## src/rtl/stats_sweeper_avlstrm.sv

```systemverilog
`default_nettype none
// ============================================================================
// Module   : stats_sweeper_avlstrm
// Brief    : Snapshots NUM_STATS {addr,val} counters and streams each used
//            entry as a single-beat Avalon-ST packet. Optional: STATS_DELTA_EN.
// Revision : 1.0 - initial release
// ============================================================================

module stats_sweeper_avlstrm #(
   parameter int                NUM_STATS   = 4,
   parameter int                ADDR_W      = 8,
   parameter int                VAL_W       = 32,
   parameter int                INTERVAL    = 1024,
   parameter logic [ADDR_W-1:0] UNUSED_ADDR = ADDR_W'(8'hFF)
) (
   input  logic                               Clk,
   input  logic                               Rst,
   input  logic [NUM_STATS-1:0][ADDR_W-1:0]   stat_addr,
   input  logic [NUM_STATS-1:0][VAL_W-1:0]    stat_val,
   input  logic                               sweep_req,
   output logic [ADDR_W+VAL_W-1:0]            stats_out_data,
   output logic                               stats_out_valid,
   input  logic                               stats_out_ready,
   output logic                               stats_out_sop,
   output logic                               stats_out_eop,
   output logic                               busy,
   output logic                               sweep_done,
   output logic [15:0]                        sweep_count
);

   localparam int                 c_IDX_W    = (NUM_STATS > 1) ? $clog2(NUM_STATS) : 1;
   localparam int                 c_TMR_W    = $clog2(INTERVAL);
   localparam logic [c_IDX_W-1:0] c_LAST_IDX = c_IDX_W'(NUM_STATS - 1);
   localparam logic [c_TMR_W-1:0] c_TMR_MAX  = c_TMR_W'(INTERVAL - 1);

   localparam logic [1:0] c_ST_IDLE = 2'd0;
   localparam logic [1:0] c_ST_SNAP = 2'd1;
   localparam logic [1:0] c_ST_SEND = 2'd2;

   logic [1:0]                       r_state;
   logic [1:0]                       w_state_nxt;
   logic [c_TMR_W-1:0]               r_timer;
   logic [c_IDX_W-1:0]               r_idx;
   logic                             r_pending;
   logic                             r_sweep_done;
   logic [15:0]                      r_sweep_count;
   logic [NUM_STATS-1:0][ADDR_W-1:0] r_shadow_addr;
   logic [NUM_STATS-1:0][VAL_W-1:0]  r_shadow_val;

   logic [ADDR_W-1:0] w_cur_addr;
   logic [VAL_W-1:0]  w_cur_val;
   logic              w_skip;
   logic              w_in_send;
   logic              w_valid;
   logic              w_fire;
   logic              w_adv;
   logic              w_last;
   logic              w_trigger;

   assign w_cur_addr = r_shadow_addr[r_idx];
   assign w_cur_val  = r_shadow_val[r_idx];

`ifdef STATS_DELTA_EN
   logic [NUM_STATS-1:0][VAL_W-1:0] r_last_sent;
   logic [NUM_STATS-1:0]            r_sent_once;

   // An entry whose value has not moved since its last transfer is skipped like an unused one
   assign w_skip = (w_cur_addr == UNUSED_ADDR) ||
                   (r_sent_once[r_idx] && (w_cur_val == r_last_sent[r_idx]));

   always_ff @(posedge Clk or posedge Rst) begin
      if (Rst) begin
         r_last_sent <= '0;
         r_sent_once <= '0;
      end else if (w_fire) begin
         r_last_sent[r_idx] <= w_cur_val;
         r_sent_once[r_idx] <= 1'b1;
      end
   end
`else
   assign w_skip = (w_cur_addr == UNUSED_ADDR);
`endif

   assign w_in_send = (r_state == c_ST_SEND);
   assign w_valid   = w_in_send && !w_skip;
   assign w_fire    = w_valid && stats_out_ready;
   assign w_adv     = w_in_send && (w_skip || stats_out_ready);
   assign w_last    = w_adv && (r_idx == c_LAST_IDX);
   assign w_trigger = (r_timer == c_TMR_MAX) || sweep_req || r_pending;

   always_ff @(posedge Clk or posedge Rst) begin
      if (Rst) begin
         r_state <= c_ST_IDLE;
      end else begin
         r_state <= w_state_nxt;
      end
   end

   always_comb begin
      w_state_nxt = r_state;
      case (r_state)
         c_ST_IDLE: if (w_trigger) w_state_nxt = c_ST_SNAP;
         c_ST_SNAP: w_state_nxt = c_ST_SEND;
         c_ST_SEND: if (w_last) w_state_nxt = c_ST_IDLE;
         default:   w_state_nxt = c_ST_IDLE;
      endcase
   end

   always_comb begin
      busy            = (r_state != c_ST_IDLE);
      stats_out_valid = w_valid;
      stats_out_sop   = w_valid;
      stats_out_eop   = w_valid;
      stats_out_data  = w_valid ? {w_cur_addr, w_cur_val} : '0;
      sweep_done      = r_sweep_done;
      sweep_count     = r_sweep_count;
   end

   always_ff @(posedge Clk or posedge Rst) begin
      if (Rst) begin
         r_timer       <= '0;
         r_idx         <= '0;
         r_pending     <= 1'b0;
         r_sweep_done  <= 1'b0;
         r_sweep_count <= '0;
         r_shadow_addr <= '0;
         r_shadow_val  <= '0;
      end else begin
         r_sweep_done <= w_last;
         if (w_last) begin
            r_sweep_count <= r_sweep_count + 16'd1;
         end

         // Timer is parked at zero while a sweep runs, so IDLE always restarts the interval from 0
         if (r_state != c_ST_IDLE) begin
            r_timer <= '0;
         end else if (r_timer != c_TMR_MAX) begin
            r_timer <= r_timer + 1'b1;
         end

         if ((r_state != c_ST_IDLE) && sweep_req) begin
            r_pending <= 1'b1;
         end else if ((r_state == c_ST_IDLE) && w_trigger) begin
            r_pending <= 1'b0;
         end

         if (r_state == c_ST_SNAP) begin
            r_shadow_addr <= stat_addr;
            r_shadow_val  <= stat_val;
            r_idx         <= '0;
         end else if (w_adv) begin
            r_idx <= w_last ? '0 : r_idx + 1'b1;
         end
      end
   end

endmodule

`default_nettype wire

```

## config.mk

```make
export PLATFORM = sky130hd
export DESIGN_NAME = stats_sweeper_avlstrm
export DESIGN_NICKNAME = d
export VERILOG_FILES = /design/src/rtl/stats_sweeper_avlstrm.sv
export SDC_FILE = /design/constraint.sdc
export NUM_CORES = 1
export LEC_CHECK = 0
export CORE_MARGIN = 10
export CORE_UTILIZATION = 63
export CTS_CLUSTER_SIZE = 24
export DETAILED_ROUTE_END_ITERATION = 16
export DONT_BUFFER_PORTS = 1
export GPL_ROUTABILITY_DRIVEN = 0
export GPL_TIMING_DRIVEN = 0
export MAX_ROUTING_LAYER = met4
export PLACE_DENSITY = 0.85
export RECOVER_POWER = 50
export REMOVE_ABC_BUFFERS = 1
export SETUP_SLACK_MARGIN = 0.15
export SLEW_MARGIN = 10
export SYNTH_ARGS = -nofsm -noshare
export SYNTH_HDL_FRONTEND = slang
export SYNTH_SLANG_ARGS = --single-unit
```

## constraint.sdc

```tcl
create_clock -name Clk -period 7.45 [get_ports Clk]
set_clock_uncertainty 0.15 [all_clocks]
set_input_delay 1.1175 -clock Clk [delete_from_list [all_inputs] [get_ports Clk]]
set_output_delay 1.1175 -clock Clk [all_outputs]
set_load 0.03 [all_outputs]
```

==> metrics.yaml, run 1 <==
run_status: "complete, but fails checks"
violations_in_the_final_reports: "capacitance limit, slew limit"
pin_count: 225
fin_area_sq_um: 9510
synth_top_area_cell: "dfrtp_1"
syn-mean-instance-area_sq_um: 9.49
core_area_sq_um: 13400
cts_max_path_buffers: 2
fin_total_pwr_uw: 4330
detail_route.iter0.violations: 387
gates_resized_cts_repair: 0
length_of_routed_met3_wiring_mm: 2.18
post_route_cells_drive_above_1_share_pct: 9.41
synth-async-reset-ratio_pct: 100
finalWorstPathRequiredPeriod_ns: 4.97
vdd_drop_max_mv: 0.372
avgViaCountPerCell: 5.86
detail_route.drc_violations: 0
yosys-top-cells-area: "dfrtp_1 (55%), nand2_1 (21%), mux4_2 (9.5%), and3_1 (3.4%), clkbuf_1 (2.0%)"
number_of_hold_violations_in_the_final_report: 0
grt.total_usage_pct: 24.4
hold_ws_ns: 0.321
synth_seq_area_share_pct: 55.0
cp.required_ns: 6.18
critical-path-top-delay-family: "simple AND/OR/NAND/NOR gates"
tritoncts: "done"
drv_slew: 179
critPathLaunchType: "flop"
max_cap_viol_count: 2
floorplan.initialDensity_pct: 65.2
post_cts_hold_buffer_count: 0
yosysTopAreaCellShare_pct: 55.0
drtPass1Iterations: 5
grt_antenna_before_repair: 1
clk_pin_slew_worst_paths_ns: 0.06
wl_met2_mm: 10.6
detailedPlacementHpwl_mm: 15.3
cpPeakStageDelay_ns: 0.84
die_h_microns: 138
fin_nets: 1058
fmaxAchievable_mhz: 201
highest-signal-layer: "met4"
clock_insertion_delay_worst_skew_ns: 0.42
max_slew_margin_pct: -195
synth_flop_cell: "dfrtp_1"
layout_overhead_on_the_synthesized_area_pct: 8.82
critical_path.cell_chain: "buf_12 > mux4_2 > nand4_2 > or2_2 > and2_1"
vias_in_the_first_global_route: 6635
gr-total-overflow: 0
first_pass_grt_wire_length_mm: 34.8
grt_max_degree: 120
route.layer.met1.wl_mm: 8.59
min_path_type: "reg -> reg"
detailed_place.area_sq_um: 8960
timing.critical_path.fanout_max: 42
cts_htree_levels: 4
power.leakage_uw: 0.00484
synthDistinctLibCells: 39
min_period_over_period_pct: 66.7
fp-row-count: 42
detail_route.wl_per_cell_microns: 20.5
crit_type: "reg -> out"
cts_sinks: 192
post_cts.repair.setup_buffers: 0
grt_setup_unrepaired: "false"
cts_made_buffers: 17
cp.arrival_ns: 3.70
timing.critical_path.buf_inv: 1
power_density_nw_per_um2: 456
ys_ff_latch: 192
antenna_violating_nets_post_route: 0
synth-warning-count: 0
slew_worst_pin_ns: 4.42
final-instance-count-excl-fill: 1081
numPortBuffers: 0
route.vias.total: 6333
worst_path_max_delay_cell: "and2_1"
placed_cells: 1048
cts_root_buffer: "clkbuf_16"
die_w_microns: 138
post_synth_inst_count: 921
synthesis.area_sq_um: 8740
setup_viol: 0
endpoint_kind: "output port"
design.die.area_sq_um: 19000
final.setup.tns_ns: 0
drt-total-wl_mm: 22.1
number_of_flops_mapped_to_enable_cells_by_yosys: 0
-- worst paths after layout --
path / cells past startpoint / slack [ns] / end / startpoint
worst max-delay path: 5 / 2.48 / stats_out_sop / r_idx[0]$_DFFE_PP0P_
worst min-delay path: 2 / 0.32 / r_shadow_addr[0]$_DFFE_PP0N_ / r_shadow_addr[0]$_DFFE_PP0N_
worst max register to register: 5 / 3.15 / r_shadow_val[95]$_DFFE_PP0N_ / r_state[1]$_DFFE_PP0P_
worst min register to register: 2 / 0.32 / r_shadow_addr[0]$_DFFE_PP0N_ / r_shadow_addr[0]$_DFFE_PP0N_
max in group asynchronous: 1 / 2.53 / r_shadow_val[84]$_DFFE_PP0N_ / Rst
min in group asynchronous: 1 / 2.15 / r_shadow_val[62]$_DFFE_PP0N_ / Rst
-- state kept, by name, indices dropped and copies added (netlist names) --
signal,count
sweep_count,16
r_shadow_val,128
r_timer,10
r_shadow_addr,32
sweep_done,1
r_pending,1
r_state,2
r_idx,2
-- synth_stat cells, drive strengths merged (3+ instances only) --
cell	count
nor3	4
dfrtp	192
a31oi	3
o21ai	3
nor2	13
a21oi	5
ha	3
buf	11
nand3	11
clkbuf	48
xnor2	16
mux4	40
nand2	488
inv	4
xor2	3
nand4	12
and3	49
-- logic make-up (layout without fill, tap and decap cells) --
group,count (synthesis),count (layout),synth area share (%)
AND/OR/NAND/NOR,588,588,27.7
flip-flops,192,192,55.0
buffers and inverters,63,45,3.12
multiplexers,42,42,10.7
XOR/XNOR,19,19,1.90
AO/OA/AOI/OAI,14,14,1.10
adder cells (fa/ha/maj),3,3,0.430
other,0,2,0
-- worst reg2reg max path, stage by stage (launching register included) --
cell      delay [ns]
dfrtp_1         0.46
nand2b_1        1.08
clkbuf_1        1.99
buf_16          0.31
nand2_1         0.16
nand2_1         0.08
-- per-layer routing --
metal | vias up | GRT usage (%)
met3 | 51 | 9.32
li1 | 2926 | -
met4 | 0 | 10.1
met2 | 250 | 37.5
met5 | - | -
met1 | 3106 | 28.4
-- where the power goes --
group / leakage (uW) / switching, uW / internal [uW] / total, uW
clock: 0.000277 / 378 / 508 / 886
sequential: 0.00240 / 288 / 1500 / 1790
combinational: 0.00216 / 1000 / 659 / 1660
total: 0.00484 / 1670 / 2670 / 4330
-- area by class of cell --
class,count,area (sq um)
Multi-Input combinational cell,666,3670
Antenna cell,2,5.00
Fill cell,987,3890
Tap cell,176,220
Inverter,4,15.0
Timing Repair Buffer,10,206
Sequential cell,192,4810
Clock buffer,25,505
Clock inverter,6,71.3
-- cell usage in the layout, fill, tap and decap left out, types with 2 or more instances in the layout --
cell        count
nand3_1        11
nor2_1         13
xnor2_1        16
buf_16          3
clkbuf_1        4
ha_1            3
diode_2         2
xor2_1          3
mux4_1          3
buf_12          6
mux4_2         37
inv_6           3
and3_1         48
clkbuf_16      17
dfrtp_1       190
nor3_1          4
a21oi_1         5
a31oi_1         3
inv_1           3
nor2b_4         2
clkbuf_8        5
and2_1          2
nand2b_1        2
nand4_1        11
nand2_1       488
o21ai_0         3
clkinvlp_4      2
-- stage by stage --
stage,setup WS (ns),utilization [%]
after floorplan,0.955,-
final,2.48,70.9
after CTS,2.40,71.2
after global routing,1.60,70.9
after detailed placement,2.86,66.9
after global placement,-1.91,64.9
Note: power is estimated with default switching activity, not from simulation.
==> inputs of run 2 (changes only) <==
==> constraint.sdc (replaced) <==
create_clock -name Clk -period 5.2 [get_ports Clk]
set_clock_uncertainty 0.15 [all_clocks]
set_input_delay 0.78 -clock Clk [delete_from_list [all_inputs] [get_ports Clk]]
set_output_delay 0.78 -clock Clk [all_outputs]
set_load 0.03 [all_outputs]
==> run 2 against run 1 <==
  * The run still ends with capacitance limit, slew limit left
  * Register-to-register slack got worse by 2.2 ns
  * First-iteration DRC count stayed put
  * Worst setup slack worse by 1.9 ns
  * Global-route usage is the same
  * Die area did not move
  * Clock power rose by 43%
  * Sequential power increased by 43%
  * Power rose by 43%
  * Final area decreased by 0.22%
  * Hold slack worse by 0.0094 ns
  * Count of clock-buffer cells in the layout did not move
  * Combinational power up 43%
==> metrics.yaml, run 2 (synthesis gave the netlist of run 1 again) <==
detail_route.iter0.violations: 387
critPathLaunchType: "flop"
max_slew_margin_pct: -76.1
vias_in_the_first_global_route: 6635
fp-row-count: 42
worst_path_max_delay_cell: "and2_1"
min_path_type: "in -> reg"
slew_worst_pin_ns: 2.64
gates_resized_cts_repair: 0
layout_overhead_on_the_synthesized_area_pct: 8.58
avgViaCountPerCell: 5.90
fillCellCount: 990
clk_pin_slew_worst_paths_ns: 0.07
pin_count: 225
layout_commonest_cell: "nand2_1"
gr-total-overflow: 0
finalWorstPathRequiredPeriod_ns: 4.61
power.leakage_uw: 0.00483
cp.required_ns: 4.27
setup.reg_to_reg.worst_slack_ns: 0.95
drv_slew: 255
die_w_microns: 138
endpoint_kind: "output port"
detail_route.drc_violations: 0
tritoncts: "done"
critical_path.cell_chain: "buf_12 > mux4_2 > nand4_2 > or2_2 > and2_1"
fin_area_sq_um: 9490
clock_insertion_delay_worst_skew_ns: 0.42
numPortBuffers: 0
min_period_over_period_pct: 88.7
cts_root_buffer: "clkbuf_16"
drt-total-wl_mm: 22.0
floorplan.initialDensity_pct: 65.2
core_area_sq_um: 13400
detail_route.wl_per_cell_microns: 20.3
fmaxAchievable_mhz: 217
route.vias.total: 6372
timing.critical_path.fanout_max: 41
cts_sinks: 192
top_register: "r_shadow_val"
grt_antenna_before_repair: 1
fin_nets: 1058
antenna_violating_nets_post_route: 0
power_density_nw_per_um2: 653
crit_type: "reg -> out"
post_cts.repair.setup_buffers: 0
detailedPlacementHpwl_mm: 15.3
cpPeakStageDelay_ns: 0.84
detailed_place.area_sq_um: 8960
vdd_drop_max_mv: 0.527
die_h_microns: 138
cts_htree_levels: 4
violations_in_the_final_reports: "capacitance limit, slew limit"
max_cap_viol_count: 3
post_route_cells_drive_above_1_share_pct: 9.52
first_pass_grt_wire_length_mm: 34.8
design.die.area_sq_um: 19000
run_status: "complete, but fails checks"
post_cts_hold_buffer_count: 0
drtPass1Iterations: 5
grt_setup_unrepaired: "false"
cts_max_path_buffers: 2
largest_reg_flops: 128
setup_viol: 0
grt_max_degree: 120
cp.arrival_ns: 3.68
hold_ws_ns: 0.312
number_of_hold_violations_in_the_final_report: 0
grt.total_usage_pct: 24.4
layout.cells.most_common_list: "nand2_1 (488), dfrtp_1 (190), and3_1 (48), mux4_2 (37), clkbuf_16 (17)"
cts_made_buffers: 17
fin_total_pwr_uw: 6200
final.setup.tns_ns: 0
==> run 2: critical path: cells and delay by family (launching register included) <==
family	cells	cell delay, ns
and+or+nand+nor	3	1.68
DFF	1	0.69
muxes	1	0.58
buffers and inverters	1	0.29
==> run 2: through the flow <==
| step | std cells | util (%) | worst slack (ns) |
|---|---|---|---|
| 4_1_cts | 1079 | 71.2 | 0.484 |
| 3_3_place_gp | 1038 | 64.9 | -4.16 |
| 2_1_floorplan | 862 | - | -1.02 |
| 3_5_place_dp | 1048 | 66.9 | 0.946 |
| 5_1_grt | 1080 | 70.8 | 0.359 |
| 6_report | 1080 | 70.8 | 0.586 |
==> run 2: area by class of cell <==
type | count | area, sq um | area share [%]
flip-flops and latches | 192 | 4810 | 50.7
multi-input cells | 666 | 3670 | 38.7
clock buffers | 25 | 505 | 5.33
well taps | 176 | 220 | 2.32
repair buffers | 10 | 184 | 1.94
clock inverters | 6 | 71.3 | 0.752
inverters | 4 | 18.8 | 0.198
diodes | 1 | 2.50 | 0.0264
==> run 2: report_power, final <==
group	internal (uW)	total [uW]	switching, uW
combinational	942	2380	1430
sequential	2150	2560	410
clock	728	1270	538
==> run 2: metal layers <==
metal | vias to the layer above | wire length [microns] | GRT usage [%]
met4 | 0 | 756 | 10.1
met5 | - | 0 | -
met1 | 3112 | 8380 | 28.4
met2 | 273 | 10600 | 37.5
met3 | 60 | 2200 | 9.32
li1 | 2927 | - | -
==> run 2: final timing paths <==
path / from / endpoint / depth (start not counted)
setup / recovery: r_idx[0]$_DFFE_PP0P_ / stats_out_sop / 5
hold / removal: stat_val[66] / r_shadow_val[66]$_DFFE_PP0N_ / 2
setup reg to reg: r_state[1]$_DFFE_PP0P_ / r_shadow_val[95]$_DFFE_PP0N_ / 5
hold reg to reg: r_shadow_addr[5]$_DFFE_PP0N_ / r_shadow_addr[5]$_DFFE_PP0N_ / 2
max in group asynchronous: Rst / r_idx[0]$_DFFE_PP0P_ / 2
min in group asynchronous: Rst / r_shadow_val[62]$_DFFE_PP0N_ / 1
==> inputs of run 3 (changes only) <==
--- a/config.mk
+++ b/config.mk
@@ -7,12 +7,10 @@
 export LEC_CHECK = 0
 export CORE_MARGIN = 10
 export CORE_UTILIZATION = 63
-export CTS_CLUSTER_SIZE = 24
 export DETAILED_ROUTE_END_ITERATION = 16
 export DONT_BUFFER_PORTS = 1
 export GPL_ROUTABILITY_DRIVEN = 0
 export GPL_TIMING_DRIVEN = 0
-export MAX_ROUTING_LAYER = met4
 export PLACE_DENSITY = 0.85
 export RECOVER_POWER = 50
 export REMOVE_ABC_BUFFERS = 1
==> run 3 against run 2 <==
  * The run still ends with capacitance limit, slew limit left
  * Critical path depth is the same
  * Power hardly changed
  * Register-to-register slack got worse by 0.05 ns
  * Flip-flop and latch count unchanged
  * Non-clock buffer count unchanged
  * Routed wire length is 0.44% higher
  * First-iteration DRC count increased by 2.8%
==> metrics.yaml, run 3 (synthesis gave the netlist of run 1 again) <==
run_status: "complete, but fails checks"
violations_in_the_final_reports: "capacitance limit, slew limit"
detail_route.wl_per_cell_microns: 20.5
clock_insertion_delay_worst_skew_ns: 0.42
number_of_hold_violations_in_the_final_report: 0
min_period_over_period_pct: 88.8
antenna_violating_nets_post_route: 0
cts_root_buffer: "clkbuf_16"
layout_overhead_on_the_synthesized_area_pct: 8.55
gates_resized_cts_repair: 0
insertedDiodeCount: 0
detail_route.drc_violations: 0
grt_setup_unrepaired: "false"
fillCellCount: 991
layout_commonest_cell: "nand2_1"
largest_reg_flops: 128
endpoint_kind: "output port"
fp-row-count: 42
drv_slew: 255
die_w_microns: 138
top_register: "r_shadow_val"
avgViaCountPerCell: 5.87
timing.critical_path.fanout_max: 41
core_area_sq_um: 13400
grt_max_degree: 120
final-instance-count-excl-fill: 1079
cts_max_path_buffers: 2
drt-total-wl_mm: 22.1
post_route_cells_drive_above_1_share_pct: 9.52
drtPass1Iterations: 5
fin_nets: 1058
cp.arrival_ns: 3.69
design.die.area_sq_um: 19000
setup_viol: 0
gr-total-overflow: 0
finalWorstPathRequiredPeriod_ns: 4.62
slew_worst_pin_ns: 2.71
grt.total_usage_pct: 23.7
cp.required_ns: 4.27
power_density_nw_per_um2: 654
power.leakage_uw: 0.00483
critPathLaunchType: "flop"
max_slew_margin_pct: -80.3
tritoncts: "done"
vdd_drop_max_mv: 0.532
cts_made_buffers: 17
max_cap_viol_count: 3
clk_pin_slew_worst_paths_ns: 0.07
vias_in_the_first_global_route: 6632
die_h_microns: 138
placed_cells: 1048
grt_antenna_before_repair: 1
detail_route.iter0.violations: 398
pin_count: 225
crit_type: "reg -> out"
post_cts.repair.setup_buffers: 0
floorplan.initialDensity_pct: 65.2
util_after_layout_pct: 70.8
numPortBuffers: 0
layout.cells.most_common_list: "nand2_1 (488), dfrtp_1 (190), and3_1 (48), mux4_2 (37), clkbuf_16 (17)"
cts_sinks: 192
detailedPlacementHpwl_mm: 15.3
route.vias.total: 6329
post_cts_hold_buffer_count: 0
min_path_type: "in -> reg"
fmaxAchievable_mhz: 217
first_pass_grt_wire_length_mm: 34.8
cts_htree_levels: 4
## run 3: cell count changes in the layout (fill, tap and decap cells not counted), sizes merged
cell	before	now
diode	1	0
## run 3: final timing paths
check	start	endpoint	slack (ns)	depth (start not counted)
max	r_idx[0]$_DFFE_PP0P_	stats_out_sop	0.58	5
min	stat_addr[11]	r_shadow_addr[11]$_DFFE_PP0N_	0.31	2
max reg2reg	r_state[1]$_DFFE_PP0P_	r_shadow_val[95]$_DFFE_PP0N_	0.90	5
min reg2reg	r_shadow_addr[0]$_DFFE_PP0N_	r_shadow_addr[0]$_DFFE_PP0N_	0.32	2
max in group asynchronous	Rst	r_idx[0]$_DFFE_PP0P_	1.19	2
min in group asynchronous	Rst	r_shadow_val[62]$_DFFE_PP0N_	0.83	1
## run 3: routing by layer
metal	GRT usage, %	vias to the layer above	share of wire, %
met5	0	-	0.032
met4	10.1	2	3.3
met3	10.1	51	11
met2	37.7	248	49
met1	27.7	3103	37
li1	-	2925	-
## run 3: where the power goes
part           switching, uW  internal [uW]  leakage (uW)  total, uW
registers                408           2150       0.00240       2550
logic                   1440            943       0.00215       2380
clock network            542            728      0.000277       1270
## run 3: critical path, stage by stage, from the launching register on
cell and delay [ns]:
dfrtp_4 0.69, buf_12 0.28, mux4_2 0.58, nand4_2 0.15, or2_2 0.70, and2_1 0.84
## run 3: layout make-up
class,instances,area (sq um),share of cell area (%)
Tap cell,176,220,2.32
Sequential cell,192,4810,50.7
Timing Repair Buffer,10,184,1.94
Inverter,4,18.8,0.198
Clock inverter,6,71.3,0.752
Clock buffer,25,505,5.33
Multi-Input combinational cell,666,3670,38.7
## run 3: stage by stage
stage	setup TNS, ns	power (uW)	hold WS [ns]	area, sq um	worst slack (ns)
final	0	6200	0.307	9480	0.583
after CTS	0	6270	0.258	9540	0.484
after floorplan	-315.38	4410	0.287	8480	-1.02
after detailed placement	0	4980	0.307	8960	0.946
after global placement	-1153.99	4960	0.299	8700	-4.16
after global routing	0	6650	0.297	9480	0.357
